## src/rtl/mem_pkg.sv

```systemverilog
// Shared types and small decode helpers for the load/store unit.
package mem_pkg;

    typedef enum logic [3:0] {
        LW  = 4'd0,
        LB  = 4'd1,
        LBU = 4'd2,
        LH  = 4'd3,
        LHU = 4'd4,
        LWL = 4'd5,
        LWR = 4'd6,
        SW  = 4'd7,
        SB  = 4'd8,
        SH  = 4'd9
    } mem_op_t;

    typedef enum logic [1:0] {
        IDLE   = 2'd0,
        ACCESS = 2'd1,
        RESP   = 2'd2
    } mem_state_t;

    // True for operations that write memory.
    function automatic logic is_store(input mem_op_t op);
        case (op)
            SW, SB, SH: is_store = 1'b1;
            default:    is_store = 1'b0;
        endcase
    endfunction

    // Word ops need a 4-byte boundary, halfword ops a 2-byte boundary;
    // LWL/LWR are unaligned by design and bytes are always aligned.
    function automatic logic is_misaligned(input mem_op_t op, input logic [1:0] k);
        case (op)
            LW, SW:      is_misaligned = (k != 2'b00);
            LH, LHU, SH: is_misaligned = k[0];
            default:     is_misaligned = 1'b0;
        endcase
    endfunction

    // Little-endian byte lanes touched by the access.
    function automatic logic [3:0] byte_enable(input mem_op_t op, input logic [1:0] k);
        case (op)
            SB:      byte_enable = 4'b0001 << k;
            SH:      byte_enable = k[1] ? 4'b1100 : 4'b0011;
            default: byte_enable = 4'b1111;
        endcase
    endfunction

    // Narrow stores replicate their data into every lane so the slave can
    // pick whichever lane the byte enables select.
    function automatic logic [31:0] store_lanes(input mem_op_t op, input logic [31:0] d);
        case (op)
            SB:      store_lanes = {4{d[7:0]}};
            SH:      store_lanes = {2{d[15:0]}};
            default: store_lanes = d;
        endcase
    endfunction

endpackage

```

## src/rtl/load_align.sv

```systemverilog
// Combinational load-result formatter: lane extraction, sign/zero extension
// and the LWL/LWR partial-word merge with the old register value.
module load_align
    import mem_pkg::*;
(
    input  mem_op_t     op_i,
    input  logic [1:0]  k_i,
    input  logic [31:0] w_i,
    input  logic [31:0] rt_old_i,
    output logic [31:0] data_o
);

    logic [7:0]  byte_s;
    logic [15:0] half_s;
    logic [31:0] lwl_s;
    logic [31:0] lwr_s;

    // Pick the addressed byte and halfword out of the returned word.
    always_comb begin
        byte_s = 8'h00;
        case (k_i)
            2'd0:    byte_s = w_i[7:0];
            2'd1:    byte_s = w_i[15:8];
            2'd2:    byte_s = w_i[23:16];
            2'd3:    byte_s = w_i[31:24];
            default: byte_s = 8'h00;
        endcase
        half_s = k_i[1] ? w_i[31:16] : w_i[15:0];
    end

    // LWL fills the top bytes from memory, LWR the bottom bytes; the rest
    // keeps the old register contents.
    always_comb begin
        lwl_s = w_i;
        lwr_s = w_i;
        case (k_i)
            2'd0: begin
                lwl_s = {w_i[7:0], rt_old_i[23:0]};
                lwr_s = w_i;
            end
            2'd1: begin
                lwl_s = {w_i[15:0], rt_old_i[15:0]};
                lwr_s = {rt_old_i[31:24], w_i[31:8]};
            end
            2'd2: begin
                lwl_s = {w_i[23:0], rt_old_i[7:0]};
                lwr_s = {rt_old_i[31:16], w_i[31:16]};
            end
            2'd3: begin
                lwl_s = w_i;
                lwr_s = {rt_old_i[31:8], w_i[31:24]};
            end
            default: begin
                lwl_s = w_i;
                lwr_s = w_i;
            end
        endcase
    end

    // Final result select by operation.
    always_comb begin
        data_o = 32'h0000_0000;
        case (op_i)
            LW:      data_o = w_i;
            LB:      data_o = {{24{byte_s[7]}}, byte_s};
            LBU:     data_o = {24'h00_0000, byte_s};
            LH:      data_o = {{16{half_s[15]}}, half_s};
            LHU:     data_o = {16'h0000, half_s};
            LWL:     data_o = lwl_s;
            LWR:     data_o = lwr_s;
            default: data_o = 32'h0000_0000;
        endcase
    end

endmodule

```

## src/rtl/mem_access_unit.sv

```systemverilog
// Load/store unit owning the data-memory port: one request at a time,
// waitrequest-style bus with byte enables, optional stall timeout.
module mem_access_unit
    import mem_pkg::*;
#(
    parameter int unsigned ADDR_W  = 32,
    parameter int unsigned TIMEOUT = 0
) (
    input  logic              clk,
    input  logic              reset_n,
    input  logic              req,
    input  mem_op_t           op,
    input  logic [ADDR_W-1:0] addr,
    input  logic [31:0]       store_data,
    input  logic [31:0]       rt_old,
    output logic              busy,
    output logic [ADDR_W-1:0] mem_address,
    output logic              mem_read,
    output logic              mem_write,
    output logic [3:0]        mem_byteenable,
    output logic [31:0]       mem_writedata,
    input  logic [31:0]       mem_readdata,
    input  logic              mem_waitrequest,
    output logic [31:0]       rd_data,
    output logic              rd_valid,
    output logic              store_done,
    output logic              addr_err,
    output logic              bus_err
);

    localparam int unsigned CNT_W = (TIMEOUT > 1) ? $clog2(TIMEOUT + 1) : 1;

    mem_state_t        state_q,      state_d;
    mem_op_t           op_q,         op_d;
    logic [1:0]        k_q,          k_d;
    logic [31:0]       rt_old_q,     rt_old_d;
    logic [CNT_W-1:0]  cnt_q,        cnt_d;
    logic              busy_q,       busy_d;
    logic [ADDR_W-1:0] mem_addr_q,   mem_addr_d;
    logic              mem_read_q,   mem_read_d;
    logic              mem_write_q,  mem_write_d;
    logic [3:0]        be_q,         be_d;
    logic [31:0]       wdata_q,      wdata_d;
    logic [31:0]       rd_data_q,    rd_data_d;
    logic              rd_valid_q,   rd_valid_d;
    logic              store_done_q, store_done_d;
    logic              addr_err_q,   addr_err_d;
    logic              bus_err_q,    bus_err_d;

    logic [31:0]       aligned_s;
    logic              timeout_hit_s;

    load_align u_load_align (
        .op_i     (op_q),
        .k_i      (k_q),
        .w_i      (mem_readdata),
        .rt_old_i (rt_old_q),
        .data_o   (aligned_s)
    );

    // The current stalled cycle is the TIMEOUT-th one when the count of
    // earlier stalls is TIMEOUT-1; never fires when the timeout is disabled.
    always_comb begin
        if (TIMEOUT != 0) begin
            timeout_hit_s = ((32'(cnt_q) + 32'd1) >= TIMEOUT);
        end else begin
            timeout_hit_s = 1'b0;
        end
    end

    // Next-state and next-output logic for the request FSM.
    always_comb begin
        state_d      = state_q;
        op_d         = op_q;
        k_d          = k_q;
        rt_old_d     = rt_old_q;
        cnt_d        = cnt_q;
        busy_d       = busy_q;
        mem_addr_d   = mem_addr_q;
        mem_read_d   = mem_read_q;
        mem_write_d  = mem_write_q;
        be_d         = be_q;
        wdata_d      = wdata_q;
        rd_data_d    = rd_data_q;
        rd_valid_d   = 1'b0;
        store_done_d = 1'b0;
        addr_err_d   = 1'b0;
        bus_err_d    = 1'b0;

        case (state_q)
            IDLE: begin
                if (req) begin
                    op_d     = op;
                    k_d      = addr[1:0];
                    rt_old_d = rt_old;
                    busy_d   = 1'b1;
                    if (is_misaligned(op, addr[1:0])) begin
                        state_d    = RESP;
                        addr_err_d = 1'b1;
                    end else begin
                        state_d     = ACCESS;
                        cnt_d       = '0;
                        mem_addr_d  = {addr[ADDR_W-1:2], 2'b00};
                        mem_read_d  = !is_store(op);
                        mem_write_d = is_store(op);
                        be_d        = byte_enable(op, addr[1:0]);
                        wdata_d     = store_lanes(op, store_data);
                    end
                end else begin
                    state_d = IDLE;
                end
            end
            ACCESS: begin
                if (!mem_waitrequest) begin
                    state_d     = RESP;
                    mem_read_d  = 1'b0;
                    mem_write_d = 1'b0;
                    if (is_store(op_q)) begin
                        store_done_d = 1'b1;
                    end else begin
                        rd_valid_d = 1'b1;
                        rd_data_d  = aligned_s;
                    end
                end else if (timeout_hit_s) begin
                    state_d     = RESP;
                    mem_read_d  = 1'b0;
                    mem_write_d = 1'b0;
                    bus_err_d   = 1'b1;
                end else begin
                    cnt_d = cnt_q + CNT_W'(1);
                end
            end
            RESP: begin
                state_d = IDLE;
                busy_d  = 1'b0;
            end
            default: begin
                state_d     = IDLE;
                busy_d      = 1'b0;
                mem_read_d  = 1'b0;
                mem_write_d = 1'b0;
            end
        endcase
    end

    // State and output registers; reset drops the strobes immediately.
    always_ff @(posedge clk or negedge reset_n) begin
        if (!reset_n) begin
            state_q      <= IDLE;
            op_q         <= LW;
            k_q          <= 2'b00;
            rt_old_q     <= 32'h0000_0000;
            cnt_q        <= '0;
            busy_q       <= 1'b0;
            mem_addr_q   <= '0;
            mem_read_q   <= 1'b0;
            mem_write_q  <= 1'b0;
            be_q         <= 4'b0000;
            wdata_q      <= 32'h0000_0000;
            rd_data_q    <= 32'h0000_0000;
            rd_valid_q   <= 1'b0;
            store_done_q <= 1'b0;
            addr_err_q   <= 1'b0;
            bus_err_q    <= 1'b0;
        end else begin
            state_q      <= state_d;
            op_q         <= op_d;
            k_q          <= k_d;
            rt_old_q     <= rt_old_d;
            cnt_q        <= cnt_d;
            busy_q       <= busy_d;
            mem_addr_q   <= mem_addr_d;
            mem_read_q   <= mem_read_d;
            mem_write_q  <= mem_write_d;
            be_q         <= be_d;
            wdata_q      <= wdata_d;
            rd_data_q    <= rd_data_d;
            rd_valid_q   <= rd_valid_d;
            store_done_q <= store_done_d;
            addr_err_q   <= addr_err_d;
            bus_err_q    <= bus_err_d;
        end
    end

    assign busy           = busy_q;
    assign mem_address    = mem_addr_q;
    assign mem_read       = mem_read_q;
    assign mem_write      = mem_write_q;
    assign mem_byteenable = be_q;
    assign mem_writedata  = wdata_q;
    assign rd_data        = rd_data_q;
    assign rd_valid       = rd_valid_q;
    assign store_done     = store_done_q;
    assign addr_err       = addr_err_q;
    assign bus_err        = bus_err_q;

endmodule

```

## config.mk

```make
export PLATFORM = sky130hd
export DESIGN_NAME = mem_access_unit
export DESIGN_NICKNAME = d
export VERILOG_FILES = /design/src/rtl/mem_pkg.sv /design/src/rtl/load_align.sv /design/src/rtl/mem_access_unit.sv
export SDC_FILE = /design/constraint.sdc
export NUM_CORES = 1
export LEC_CHECK = 0
export BUFFER_PORTS_ARGS = -buffer_cell sky130_fd_sc_hd__buf_2
export CAP_MARGIN = 20
export CORE_AREA = 3 3 143 145
export DETAILED_ROUTE_END_ITERATION = 8
export DIE_AREA = 0 0 146 148
export PLACE_DENSITY = 0.73
export SETUP_SLACK_MARGIN = 0.05
export SLEW_MARGIN = 20
export SYNTH_ARGS = -nofsm -noshare
export SYNTH_HDL_FRONTEND = slang
export SYNTH_SLANG_ARGS = --single-unit
```

## constraint.sdc

```tcl
create_clock -name clk -period 4.9 [get_ports clk]
set_input_delay 0.245 -clock clk [delete_from_list [all_inputs] [get_ports clk]]
set_output_delay 0.245 -clock clk [all_outputs]
set_load 0.1 [all_outputs]
```

==> results of run 1 <==
[final timing paths]
kind | start | cells after the start | endpoint | slack (ns)
setup / recovery | state_q[0]$_DFFE_PN0N_ | 7 | mem_address[13]$_DFFE_PN0P_ | 2.24
hold / removal | rt_old[28] | 3 | rt_old_q[28]$_DFFE_PN0P_ | 0.02
setup reg to reg | state_q[0]$_DFFE_PN0N_ | 7 | mem_address[13]$_DFFE_PN0P_ | 2.24
hold reg to reg | rd_data[1]$_DFFE_PN0P_ | 2 | rd_data[1]$_DFFE_PN0P_ | 0.48
max in group asynchronous | reset_n | 3 | mem_address[7]$_DFFE_PN0P_ | 3.45
min in group asynchronous | reset_n | 2 | mem_address[21]$_DFFE_PN0P_ | 0.35
[sequential cells by signal, indices dropped and copies added (netlist names), 2 cells and up]
signal / flops
state_q: 2
mem_byteenable: 4
op_q: 4
rt_old_q: 32
mem_writedata: 32
k_q: 2
mem_address: 30
rd_data: 32
[worst reg2reg max path, delay by kind of cell, from the launching register on]
family                 cells  cell delay, ns
DFF                        1            0.43
muxes                      1            0.47
buffers and inverters      2            1.02
and+or+nand+nor            4            0.63
[final cells by class]
type,instances,area (um2)
Fill cell,1753,9740
Multi-Input combinational cell,493,3740
Sequential cell,144,3610
Timing Repair Buffer,252,1310
Clock buffer,20,467
Tap cell,265,332
Clock inverter,12,124
Inverter,6,22.5
Antenna cell,1,2.50
[Yosys cell counts, drive strengths merged (2+ instances only)]
| library cell | n | area, um2 |
|---|---|---|
| nand2 | 143 | 537 |
| inv | 6 | 22.5 |
| or3b | 2 | 20.0 |
| a222oi | 16 | 160 |
| dfrtp | 144 | 3600 |
| a21o | 4 | 30.0 |
| o21a | 3 | 22.5 |
| a22oi | 9 | 67.6 |
| buf | 37 | 287 |
| a21boi | 2 | 15.0 |
| nor3 | 3 | 26.3 |
| a221o | 6 | 60.1 |
| a22o | 8 | 70.1 |
| a221oi | 6 | 52.6 |
| a211o | 15 | 131 |
| nand2b | 3 | 18.8 |
| o221ai | 2 | 17.5 |
| clkbuf | 18 | 67.6 |
| a21oi | 21 | 124 |
| nor2b | 8 | 50.1 |
| mux2i | 32 | 333 |
| mux4 | 17 | 398 |
| nand3 | 10 | 50.1 |
| nand3b | 2 | 18.8 |
| mux2 | 91 | 1020 |
| and2 | 2 | 12.5 |
| a211oi | 8 | 60.1 |
| o21ai | 23 | 115 |
| nor2 | 38 | 145 |
[placed cells by master, fill, tap and decap left out, drive strengths merged, types with 4 or more instances in the layout]
| cell | synthesis | final |
|---|---|---|
| buf | 37 | 250 |
| dfrtp | 144 | 144 |
| nand2 | 143 | 143 |
| mux2 | 91 | 91 |
| nor2 | 38 | 38 |
| mux2i | 32 | 32 |
| o21ai | 23 | 23 |
| a21oi | 21 | 21 |
| clkbuf | 18 | 20 |
| mux4 | 17 | 17 |
| a222oi | 16 | 16 |
| a211o | 15 | 15 |
| inv | 6 | 11 |
| nand3 | 10 | 10 |
| a22oi | 9 | 9 |
| nor2b | 8 | 8 |
| a211oi | 8 | 8 |
| a22o | 8 | 8 |
| a221oi | 6 | 6 |
| a221o | 6 | 6 |
| a21o | 4 | 4 |
| clkinv | 0 | 4 |
[logic make-up after synthesis]
logic type,Yosys count
compound gates,128
other cells,1
buf+inv,61
flops,144
simple gates,222
mux,140
[metal layers]
metal | vias up | global-route usage | share of wire
met5 | - | 0 | 0.0019
met3 | 37 | 0.0736 | 0.11
li1 | 2962 | - | -
met2 | 361 | 0.321 | 0.46
met1 | 3146 | 0.282 | 0.41
met4 | 6 | 0.0579 | 0.018
[per-stage QoR]
stage,cells,instance area (um2),utilization
detailed placement,1158,8980,0.465
CTS,1192,9590,0.496
global route,1192,9590,0.496
floorplan,698,7700,-
finish,1193,9590,0.496
global placement,1158,8980,0.465
==> run summary, run 1 <==
Routability Congestion: 0.900
Slew headroom: 0.323
critical path startpoint category: flop
number of enable flip-flop cells after synthesis: 0
placed wire-length estimate: 16.4 mm
post-synthesis simple-gate area fraction: 0.127
Synth-to-Final Area Change: 24.7%
CTS Sinks: 144
worst hold slack: 0.0239 ns
area of the die: 21600 um2
Pre-antenna DRT Iters: 6
adder-cell share of the synthesized area: 0
clock root buffer: clkbuf_16
share of cells above drive strength 1: 0.415
XOR/XNOR Fraction of Synth Area: 0
register area share after synthesis: 0.469
Slowest cell on crit path: buf_4
clock tree buffer depth: 2
vias in the first global route: 6460
WP buf/inv: 2
initial antenna violation count: 3
DR vias: 6512
clk slew on worst S/H paths: 0.07 ns
Final ANT Viol Nets: 0
largest family of logic cells by synthesized area: multiplexers
Core Rows: 51
Die X: 146 um
largest net degree at the start of global routing: 75
# setup viols final: 0
critical setup path kind: reg -> reg
Final Skew: 0.0106 ns
I/O pins: 243
register bit total from synthesis: 144
post-route setup slack: 2.24 ns
Syn Inst Count: 696
CP required: 5.20 ns
fmax: 376 MHz
Via density: 5.46
Die H: 148 um
hold_buf cts: 2
Post-layout nets: 1050
hold crit path type: in -> reg
Largest stage delay, worst path: 0.67 ns
CTS tree: done
Tcrit/Tclk final: 0.543
Ys Warns: 0
crit path cell chain: nor2_1, and2_1, buf_4, nand2_1, nor2_4, buf_4, mux2_2
Post-CTS Setup Inserts: 0
RSZ-0062 raised after global routing: false
Worst Tran Pin Value: 1.02 ns
Routed WL: 22.7 mm
Arr. time, crit path: 2.97 ns
post_cts resized: 0
H-tree depth: 4
Syn Std Cell Area: 7690 um2
initial DRC count: 607
Final Max Slew Viols: 0
pre-CTS WS: 2.21 ns
Overall Global Routing Usage: 0.209
Synth cell types: 58
mux contribution to synthesized area: 0.228
status: complete, no violations
Remaining DRCs: 0
# port buffers: 239
area of the core: 19300 um2
CP top delay family: buffers and inverters
CP Capture Type: flop
Fin. Hold Viols: 0
critical path's most frequent cell: buf_4
Clk Latency, worst-skew pair: 0.42 ns
GRT overflow: 0
Max-cap violations: 0
Initial Util: 0.398
asr flop ratio synth: 1.00
ys flop type: dfrtp_1
crit-path max FO: 68
first-pass GRT wire length: 35.6 mm
Post-Syn Area per Cell: 11.1 um2
CTS Buf Count: 17
WL/cell: 19.0 um
Fin Setup TNS: 0 ns
Compound-Gate Fraction of Synth Area: 0.126
fin crit period: 2.66 ns
Power of run 1 is not shown: default switching activity piles up to over one toggle a cycle in this logic, so the estimate is an artifact.
==> run 2, diff against run 1 <==
clock period = 2.6 ns   (was 4.9 ns; I/O delays follow)
==> run 2 against run 1 <==
Compared with the run above: first-iteration DRC count up 17%; clock skew up 0.0019 ns; critical path depth up 1; die area unchanged; worst setup slack worse by 1.7 ns; core utilization up 4.8 points; the flow now finishes with violations (design-rule violations); highest routed layer is now met4; global-route usage up 1.1 points; final cell count up 7.6%; clock-buffer cell count unchanged; critical path type is now in -> reg.
==> run summary, run 2 (synthesized netlist as in run 1, its figures left out) <==
status: finished, violations left (was complete, no violations)
failing checks: design-rule violations
pre-CTS WS: 0.564 ns (was 2.21 ns)
clock root buffer: clkbuf_16 (unchanged)
vias in the first global route: 6868 (was 6460)
post-route setup slack: 0.528 ns (was 2.24 ns)
largest net degree at the start of global routing: 65 (was 75)
initial DRC count: 711 (was 607)
CTS Buf Count: 17 (unchanged)
Post-CTS Setup Inserts: 0 (unchanged)
first-pass GRT wire length: 37.8 mm (was 35.6 mm)
post_cts resized: 0 (unchanged)
hold crit path type: in -> reg (unchanged)
Arr. time, crit path: 2.37 ns (was 2.97 ns)
CP Capture Type: flop (unchanged)
DR vias: 6866 (was 6512)
initial antenna violation count: 1 (was 3)
DP Area: 9150 um2 (was 8980 um2)
CTS Sinks: 144 (unchanged)
most frequent cells in the layout: buf_2 (238), nand2_1 (143), dfrtp_1 (142), dlygate4sd3_1 (78), mux2_2 (73) (was buf_2 (238), nand2_1 (143), dfrtp_1 (142), mux2_2 (73), nor2_1 (37))
fmax: 483 MHz
# port buffers: 239 (unchanged)
Remaining DRCs: 7 (was 0)
worst hold slack: 0.0136 ns (was 0.0239 ns)
most common cell after layout, fill and taps aside: buf_2 (unchanged)
Routability Congestion: 0.889 (was 0.900)
fin crit period: 2.07 ns
Via density: 5.35 (was 5.46)
CTS tree: done (unchanged)
Die X: 146 um (unchanged)
Final Max Slew Viols: 0 (unchanged)
worst reg-to-reg setup slack: 0.56 ns (was 2.24 ns)
Fin Setup TNS: 0 ns (unchanged)
RSZ-0062 raised after global routing: false (unchanged)
Overall Global Routing Usage: 0.220 (was 0.209)
I/O pins: 243 (unchanged)
placed wire-length estimate: 16.5 mm (was 16.4 mm)
clk slew on worst S/H paths: 0.06 ns (was 0.07 ns)
CP required: 2.90 ns (was 5.20 ns)
Worst Tran Pin Value: 0.535 ns (was 1.02 ns)
crit path cell chain: dlygate4sd3_1, buf_2, nor3b_4, buf_4, nor2b_1, buf_4, mux2_2, mux2_2 (was nor2_1, and2_1, buf_4, nand2_1, nor2_4, buf_4, mux2_2)
critical path startpoint category: input pin (was flop)
area of the die: 21600 um2 (unchanged)
Fin. Hold Viols: 0 (unchanged)
Post-layout nets: 1140 (was 1050)
Die H: 148 um (unchanged)
GRT overflow: 0 (unchanged)
Pre-antenna DRT Iters: 9 (was 6)
share of cells above drive strength 1: 0.392 (was 0.415)
critical setup path kind: in -> reg (was reg -> reg)
area of the core: 19300 um2 (unchanged)
Slew headroom: 0.644 (was 0.323)
R2R depth: 5 (was 7)
Final ANT Viol Nets: 0 (unchanged)
Synth-to-Final Area Change: 36.8% (was 24.7%)
hold_buf cts: 78 (was 2)
Max-cap violations: 0 (unchanged)
Initial Util: 0.398 (unchanged)
Slowest cell on crit path: dlygate4sd3_1 (was buf_4)
H-tree depth: 4 (unchanged)
Worst Hold Depth: 2 (was 3)
Tcrit/Tclk final: 0.797
Design Area, Final: 10500 um2 (was 9590 um2)
Core Rows: 51 (unchanged)
Routed WL: 23.9 mm (was 22.7 mm)
Clk Latency, worst-skew pair: 0.42 ns (about the same)
WL/cell: 18.6 um (was 19.0 um)
clock tree buffer depth: 2 (unchanged)
Largest stage delay, worst path: 0.53 ns (was 0.67 ns)
# setup viols final: 0 (unchanged)
Final Skew: 0.0125 ns (was 0.0106 ns)
crit-path max FO: 30 (was 68)
==> run 2: cell type report <==
type                            count  area (um2)
Antenna cell                        2        5.00
Clock buffer                       20         467
Clock inverter                     12         121
Fill cell                        1660        8810
Inverter                            6        22.5
Multi-Input combinational cell    493        3740
Sequential cell                   144        3610
Tap cell                          265         332
Timing Repair Buffer              342        2230
==> run 2: worst paths after layout <==
check | startpoint | endpoint
setup / recovery | op[1] | mem_writedata[13]$_DFFE_PN0P_
hold / removal | store_data[4] | mem_writedata[4]$_DFFE_PN0P_
setup reg to reg | op_q[0]$_DFFE_PN0P_ | rd_data[1]$_DFFE_PN0P_
hold reg to reg | rd_data[16]$_DFFE_PN0P_ | rd_data[16]$_DFFE_PN0P_
max in group asynchronous | reset_n | mem_writedata[22]$_DFFE_PN0P_
min in group asynchronous | reset_n | mem_address[21]$_DFFE_PN0P_
==> run 2: worst max-delay path: cells and delay by family <==
family	cells	cell delay (ns)
buffers and inverters	4	1.24
muxes	2	0.61
and+or+nand+nor	2	0.37
==> run 2: metal layers <==
layer  vias to the layer above  global-route usage  routed length (um)
li1                       3155                   -                   -
met1                      3278               0.283                9640
met2                       378               0.341               10800
met3                        55              0.0809                2690
met4                         0              0.0837                 694
met5                         -                   0                   0
==> run 2: per-stage QoR <==
step,utilization,cells
global route,0.544,1283
CTS,0.544,1282
detailed placement,0.473,1172
floorplan,-,698
finish,0.544,1284
global placement,0.473,1172
Power of run 2 is left out for the same reason.
